**config.mk**
```make
export PLATFORM = sky130hd
export DESIGN_NAME = btn_mode_conditioner
export DESIGN_NICKNAME = d
export VERILOG_FILES = /design/src/rtl/btn_mode_conditioner.sv
export SDC_FILE = /design/constraint.sdc
export NUM_CORES = 1
export LEC_CHECK = 0
export CELL_PAD_IN_SITES_DETAIL_PLACEMENT = 1
export CELL_PAD_IN_SITES_GLOBAL_PLACEMENT = 2
export CORE_MARGIN = 2
export CORE_UTILIZATION = 30
export CTS_CLUSTER_SIZE = 30
export DETAILED_ROUTE_END_ITERATION = 12
export PLACE_DENSITY_LB_ADDON = 0.1
export SLEW_MARGIN = 20
export SYNTH_ARGS = -nofsm -noshare
export SYNTH_HDL_FRONTEND = slang
export SYNTH_SLANG_ARGS = --single-unit
```
**constraint.sdc**
```tcl
create_clock -name clk -period 2.45 [get_ports clk]
set_input_delay 0.49 -clock clk [delete_from_list [all_inputs] [get_ports clk]]
set_output_delay 0.49 -clock clk [all_outputs]
set_load 0.1 [all_outputs]
```
**src/rtl/btn_mode_conditioner.sv**
```systemverilog
// Push-button / mode-switch front end: synchronise, debounce, one-shot step strobe, frozen mode.
// Optional hold-to-repeat strobes are compiled in with `define AUTO_REPEAT_EN.
module btn_mode_conditioner #(
    parameter int unsigned DEBOUNCE_CYCLES = 1_000_000,
    parameter int unsigned REPEAT_DELAY    = 50_000_000,
    parameter int unsigned REPEAT_PERIOD   = 10_000_000
) (
    input  logic       clk,
    input  logic       rst,
    input  logic       btnC,
    input  logic [1:0] sw,
    output logic       step,
    output logic       btn_level,
    output logic [1:0] mode
);

    localparam int unsigned CW = $clog2(DEBOUNCE_CYCLES + 1);
    localparam logic [CW-1:0] DB_LAST = CW'(DEBOUNCE_CYCLES - 1);

`ifdef AUTO_REPEAT_EN
    localparam int unsigned RMAX = (REPEAT_DELAY > REPEAT_PERIOD) ? REPEAT_DELAY : REPEAT_PERIOD;
    localparam int unsigned RW   = $clog2(RMAX + 1);
    localparam logic [RW-1:0] DELAY_LAST  = RW'(REPEAT_DELAY - 1);
    localparam logic [RW-1:0] PERIOD_LAST = RW'(REPEAT_PERIOD - 1);

    typedef enum logic [1:0] {IDLE, HELD, RPT_WAIT, RPT} state_t;
    logic [RW-1:0] rcnt, rcnt_next;
`else
    typedef enum logic [1:0] {IDLE, HELD} state_t;
`endif

    state_t        state, state_next;
    logic          btn_m, btn_s;
    logic [1:0]    sw_m, sw_s;
    logic [CW-1:0] cnt;
    logic          toggle, rise, fall, step_next;

    always_ff @(posedge clk or posedge rst) begin
        if (rst) begin
            btn_m <= 1'b0;
            btn_s <= 1'b0;
            sw_m  <= '0;
            sw_s  <= '0;
        end else begin
            btn_m <= btnC;
            btn_s <= btn_m;
            sw_m  <= sw;
            sw_s  <= sw_m;
        end
    end

    // Level flips on the same edge the count would reach DEBOUNCE_CYCLES.
    assign toggle = (btn_s != btn_level) && (cnt == DB_LAST);
    assign rise   = toggle && !btn_level;
    assign fall   = toggle && btn_level;

    always_ff @(posedge clk or posedge rst) begin
        if (rst) begin
            cnt       <= '0;
            btn_level <= 1'b0;
        end else if (btn_s != btn_level) begin
            if (cnt == DB_LAST) begin
                cnt       <= '0;
                btn_level <= ~btn_level;
            end else begin
                cnt <= cnt + 1'b1;
            end
        end else begin
            cnt <= '0;
        end
    end

    always_comb begin
        state_next = state;
        step_next  = 1'b0;
`ifdef AUTO_REPEAT_EN
        rcnt_next  = '0;
`endif
        case (state)
            IDLE: begin
                if (rise) begin
                    state_next = HELD;
                    step_next  = 1'b1;
                end
            end
            HELD: begin
                if (fall) begin
                    state_next = IDLE;
                end
`ifdef AUTO_REPEAT_EN
                else begin
                    // Count the HELD cycle so RPT_WAIT fires REPEAT_DELAY after the press strobe.
                    state_next = RPT_WAIT;
                    rcnt_next  = rcnt + 1'b1;
                end
            end
            RPT_WAIT: begin
                if (fall) begin
                    state_next = IDLE;
                end else if (rcnt == DELAY_LAST) begin
                    state_next = RPT;
                    step_next  = 1'b1;
                end else begin
                    rcnt_next = rcnt + 1'b1;
                end
            end
            RPT: begin
                if (fall) begin
                    state_next = IDLE;
                end else if (rcnt == PERIOD_LAST) begin
                    step_next = 1'b1;
                end else begin
                    rcnt_next = rcnt + 1'b1;
                end
`endif
            end
            default: state_next = IDLE;
        endcase
    end

    always_ff @(posedge clk or posedge rst) begin
        if (rst) begin
            state <= IDLE;
            step  <= 1'b0;
            mode  <= '0;
`ifdef AUTO_REPEAT_EN
            rcnt  <= '0;
`endif
        end else begin
            state <= state_next;
            step  <= step_next;
            // A switch change coinciding with the press edge is deliberately not captured.
            if (state == IDLE && !rise) begin
                mode <= sw_s;
            end
`ifdef AUTO_REPEAT_EN
            rcnt  <= rcnt_next;
`endif
        end
    end

endmodule

```
== Yosys cells after proc, flatten, opt, wreduce, memory -nomap -nowiden ==
Index checks and enable logic that the tools add are counted.

* Reductions and logical operators: 9
* Eq/ne operators: 5
* $add $sub $neg: 1
* Muxes and demuxes: 7
* Bitwise logic cells: 1

{| class="wikitable"
|+ Operators with widths
! operator !! count
|-
| $mux W20 || 2
|-
| $add A20 B1 Y20 const B || 1
|-
| $eq A20 B20 Y1 const B || 1
|-
| $logic_and A1 B1 Y1 || 4
|-
| $mux W2 || 2
|-
| $ne A2 B2 Y1 const B || 2
|-
| $pmux W2 S2 || 1
|-
| $reduce_and A2 Y1 || 2
|-
| $eq A2 B1 Y1 const B || 1
|-
| $logic_not A1 Y1 || 2
|-
| $logic_not A2 Y1 || 1
|-
| $mux W1 || 2
|-
| $ne A1 B1 Y1 || 1
|-
| $not A1 Y1 || 1
|}

* Bits in registers: 32
* Input bits: 5
* Logic and storage cells: 32

== Longest topological paths before layout ==
* Depth after elaboration: 5
* Depth in mapped cells: 7
* Gate-level depth less buffers: 5

== Worst setup path before layout ==
Ideal clock, no wire load.

* Path kind: flip-flop to flip-flop
* Start: reg cnt[0]
* End: reg cnt[18]
* Period minus slack after synthesis: 1.883 ns
* Slack: 0.567 ns
* Data arrival time: 1.806 ns
* Cell stages (with the launch flop): 6
* Path buffers: 0
* Required time: 2.373 ns
* Cells stage by stage: dfrtp_1 ha_1 nand3_2 or4_4 or4_1 a21oi_1

* Word-level cells in the longest chain between the ends: 3
* Elaborated cells on any way between the ends: 4
* Classes of those cells: 1 x add/sub; 1 x eq/ne; 2 x mux

{| class="wikitable"
|+ RTL lines
! element !! RTL line !! source
|-
| from (decl) || 35 || <nowiki>logic [CW-1:0] cnt;</nowiki>
|-
| from (signal assigned) || 66 || <nowiki>cnt <= cnt + 1'b1;</nowiki>
|-
| $add A20 B1 Y20 or $eq A20 B20 Y1 (tied branches) || 66, 62 ||
|-
| $mux W20 (*) || 62 || <nowiki>if (cnt == DB_LAST) begin</nowiki>
|-
| $mux W20 (*) || 61 || <nowiki>end else if (btn_s != btn_level) begin</nowiki>
|}

Every way passes the cells marked *; elsewhere a longest branch is shown, timed or not.
A chain may end at the register's enable or synchronous reset.

== Final worst setup path ==
Ends and elaborated chain as after synthesis.

==> results.md <==
- Clock latency on the worst-skew pair: 280 ps
- Area share of the largest cell type after synthesis: 0.570
- Int Power: roughly 0.76 mW
- Fin Setup TNS: 0 ps
- Element type at the critical path end: register
- Fillers: ~470
- Clock power frac: 0.408
- RSZ-0062 raised after global routing: no
- Postcts setup bufs: 0
- Finish-stage setup viols: 0
- Crit share post-route: 0.840
- Pwr dens: roughly 610 mW/mm2
- Skew final: 5.66 ps
- Buf+Inv Stages, Crit Path: 0
- Nets: approximately 150
- N_diodes: 0
- Area grow syn2layout: 17.8%
- Combinational Power Share: 0.051
- Max clock buf depth: 2
- Vias in the first global route: around 1.0k
- Cts bufs inserted: 5
- Post-Syn Instances: approximately 130
- FFs w/ async S/R, synth: 1.00
- Number of synthesized flops with an enable pin: 0
- Total power: 0.978 mW
- Leakage: between 0.6 and 0.7 nW
- Finished Cell Area: around 0.0016 mm2
- Final hold vios: 0
- Die Y: 71.3 um
- First-pass GRT wire length: 4.85 mm
- Warnings from Yosys: 0
- Post-synthesis sequential area ratio: 0.570
- Crit path required time: around 2700 ps
- Hold-fix buffers at CTS: 0
- Tmin final: 2060 ps
- Post-Syn Area: about 0.0014 mm2
- Max-slew headroom: 0.737
- Synth Area per Inst: about 11 um2
- Main synth FF type: dfrtp_1
- Die area: 0.00509 mm2
- Initial Util: 0.312
- Routed Antenna Nets: 0
- Psw: 0.220 mW
- Via count: around 960
- Part of the power in registers: 0.541
- Routed len/inst: around 14 um
- Clk slew on worst S/H paths: 60 ps
- CP cell instances: ha_1 -> nand3_2 -> or4_4 -> or4_1 -> a21oi_1
- GPL Wtd Cong: approximately 0.7
- I/O Buffers: 8
- Initial antenna violation count: 0
- # rows: 24
- Post-synthesis register bit count: 31
- Arr. time, crit path: ~2300 ps
- Ports: 9
- TritonCTS clock tree: done
- Yosys cell types: 27
- Slowest stage delay, CP: 610 ps
- Setup Crit Path Kind: reg2reg
- Syn_nets: 132
- Sw frac: 0.224
- 1st-pass router iterations: 2
- Yosys top cell by area: dfrtp_1
- Core Region: 0.00435 mm2
- Grt ovf: 0
- Worst setup SP type: register
- DP Wirelength: about 2 mm
- Post-DP Area: ~0.0015 mm2
- Max Transition Viols Final: 0
- Die W: slightly above 70 um
- Fmax: around 500 MHz
- H-tree levels: 2
- Post_cts resized: 0
- Hold Path Class: reg2reg
- DR iter-0 viols: 16
- Clock Sinks: 31
- Maximum VDD drop: around 0.25 mV
- Root buf cell: clkbuf_8
- Ranking of synthesized cells by area: dfrtp_1 (57%), xnor2_1 (8.4%), nor2_1 (5.2%), nand2_1 (2.5%), mux2_2 (2.5%)
- Share of layout cells above drive strength 1: 0.161
- Largest net degree at the start of global routing: 32
- Worst slew pin tran: about 400 ps
- Outcome: finished clean
- Crit-path leading delay family: simple AND/OR/NAND/NOR gates
- Residual DRC count: 0
- All-Layer GR Usage: 0.125
- Max-cap violations: 0
- Critical path peak fanout: 7
- Critical Path Slowest Stage Cell: or4_4
- Routed vias/inst: roughly 4.9
- Final wirelength: 2.72 mm
[final timing paths]
path | from | endpoint | slack (ps) | cells after the start
max | cnt[0]$_DFF_PP0_ | cnt[18]$_DFF_PP0_ | 390 | 5
min | sw_m[1]$_DFF_PP0_ | sw_s[1]$_DFF_PP0_ | 350 | 0
max reg2reg | cnt[0]$_DFF_PP0_ | cnt[18]$_DFF_PP0_ | 390 | 5
min reg2reg | sw_m[1]$_DFF_PP0_ | sw_s[1]$_DFF_PP0_ | 350 | 0
max in group asynchronous | rst | cnt[13]$_DFF_PP0_ | 1570 | 3
min in group asynchronous | rst | cnt[8]$_DFF_PP0_ | 590 | 3
[cell usage after synthesis (3+ instances only)]
library cell	count
dfrtp_1	31
mux2_2	3
or3_1	3
a21oi_1	5
inv_1	6
nand3_1	3
nand2_1	9
o21ai_0	4
xnor2_1	13
nor3_1	4
nand4_1	3
nor2_1	19
nor4_1	4
[state kept, by name, summed over array words and instances, names as in the netlist]
signal	count
btn_level	1
btn_m	1
btn_s	1
cnt	20
mode	2
state	1
step	1
sw_m	2
sw_s	2
[layout make-up]
cell class / count / area, um2 / share of cell area
flip-flops and latches: 31 / 776 / 0.484
repair buffers: 12 / 100 / 0.0625
clock buffers: 6 / 82.6 / 0.0515
clock inverters: 1 / 5.00 / 0.00312
multi-input cells: 87 / 552 / 0.344
inverters: 6 / 22.5 / 0.0141
well taps: 52 / 65.1 / 0.0406
[worst register-to-register path, delay by kind of cell, from the launching register on]
kind                     cells  cell delay, ps
flip-flops                   1             390
AO/OA/AOI/OAI                1             160
adder cells (fa/ha/maj)      1             220
AND/OR/NAND/NOR              3            1200
[cell usage in the layout (no fill, tap or decap), types with 5 or more instances in the layout]
cell type  count
inv_1          6
xnor2_1       13
clkbuf_8       6
buf_4          8
dfrtp_1       31
nand2_1        9
nor2_1        19
a21oi_1        5
[routing by layer]
layer / vias up / part of all wire / track usage
li1: 473 / - / -
met1: 469 / 0.46 / 0.152
met2: 11 / 0.49 / 0.204
met3: 6 / 0.027 / 0.0422
met4: 0 / 0.018 / 0.0503
met5: - / 0 / 0
[metrics by stage]
stage	std cells	utilization	setup slack, ps	hold slack, ps
final	195	0.368	391	349
after global routing	195	0.368	301	360
after CTS	195	0.368	407	350
after detailed placement	188	0.348	423	336
after global placement	188	0.348	476	333
after floorplan	126	-	567	331
[power by group through the flow]
stage          Clock (mW)  Sequential [mW]  Combinational [mW]
2_1_floorplan           0            0.550              0.0217
3_3_place_gp            0            0.538              0.0508
3_5_place_dp            0            0.539              0.0523
4_1_cts             0.418            0.530              0.0523
5_1_grt             0.453            0.530              0.0565
6_report            0.399            0.530              0.0501
[kinds of logic (layout without fill, tap and decap cells)]
kind of cell / count (synthesis) / after routing / synth area share
AOI/OAI and AO/OA: 15 / 15 / 0.0690
xor gates and xnor gates: 14 / 14 / 0.0902
adders and majority gates: 1 / 1 / 0.00920
buffers and inverters: 8 / 25 / 0.0239
DFF: 31 / 31 / 0.570
muxes: 3 / 3 / 0.0248
and+or+nand+nor: 54 / 54 / 0.213
No activity file was read; power rests on OpenSTA's default activity.
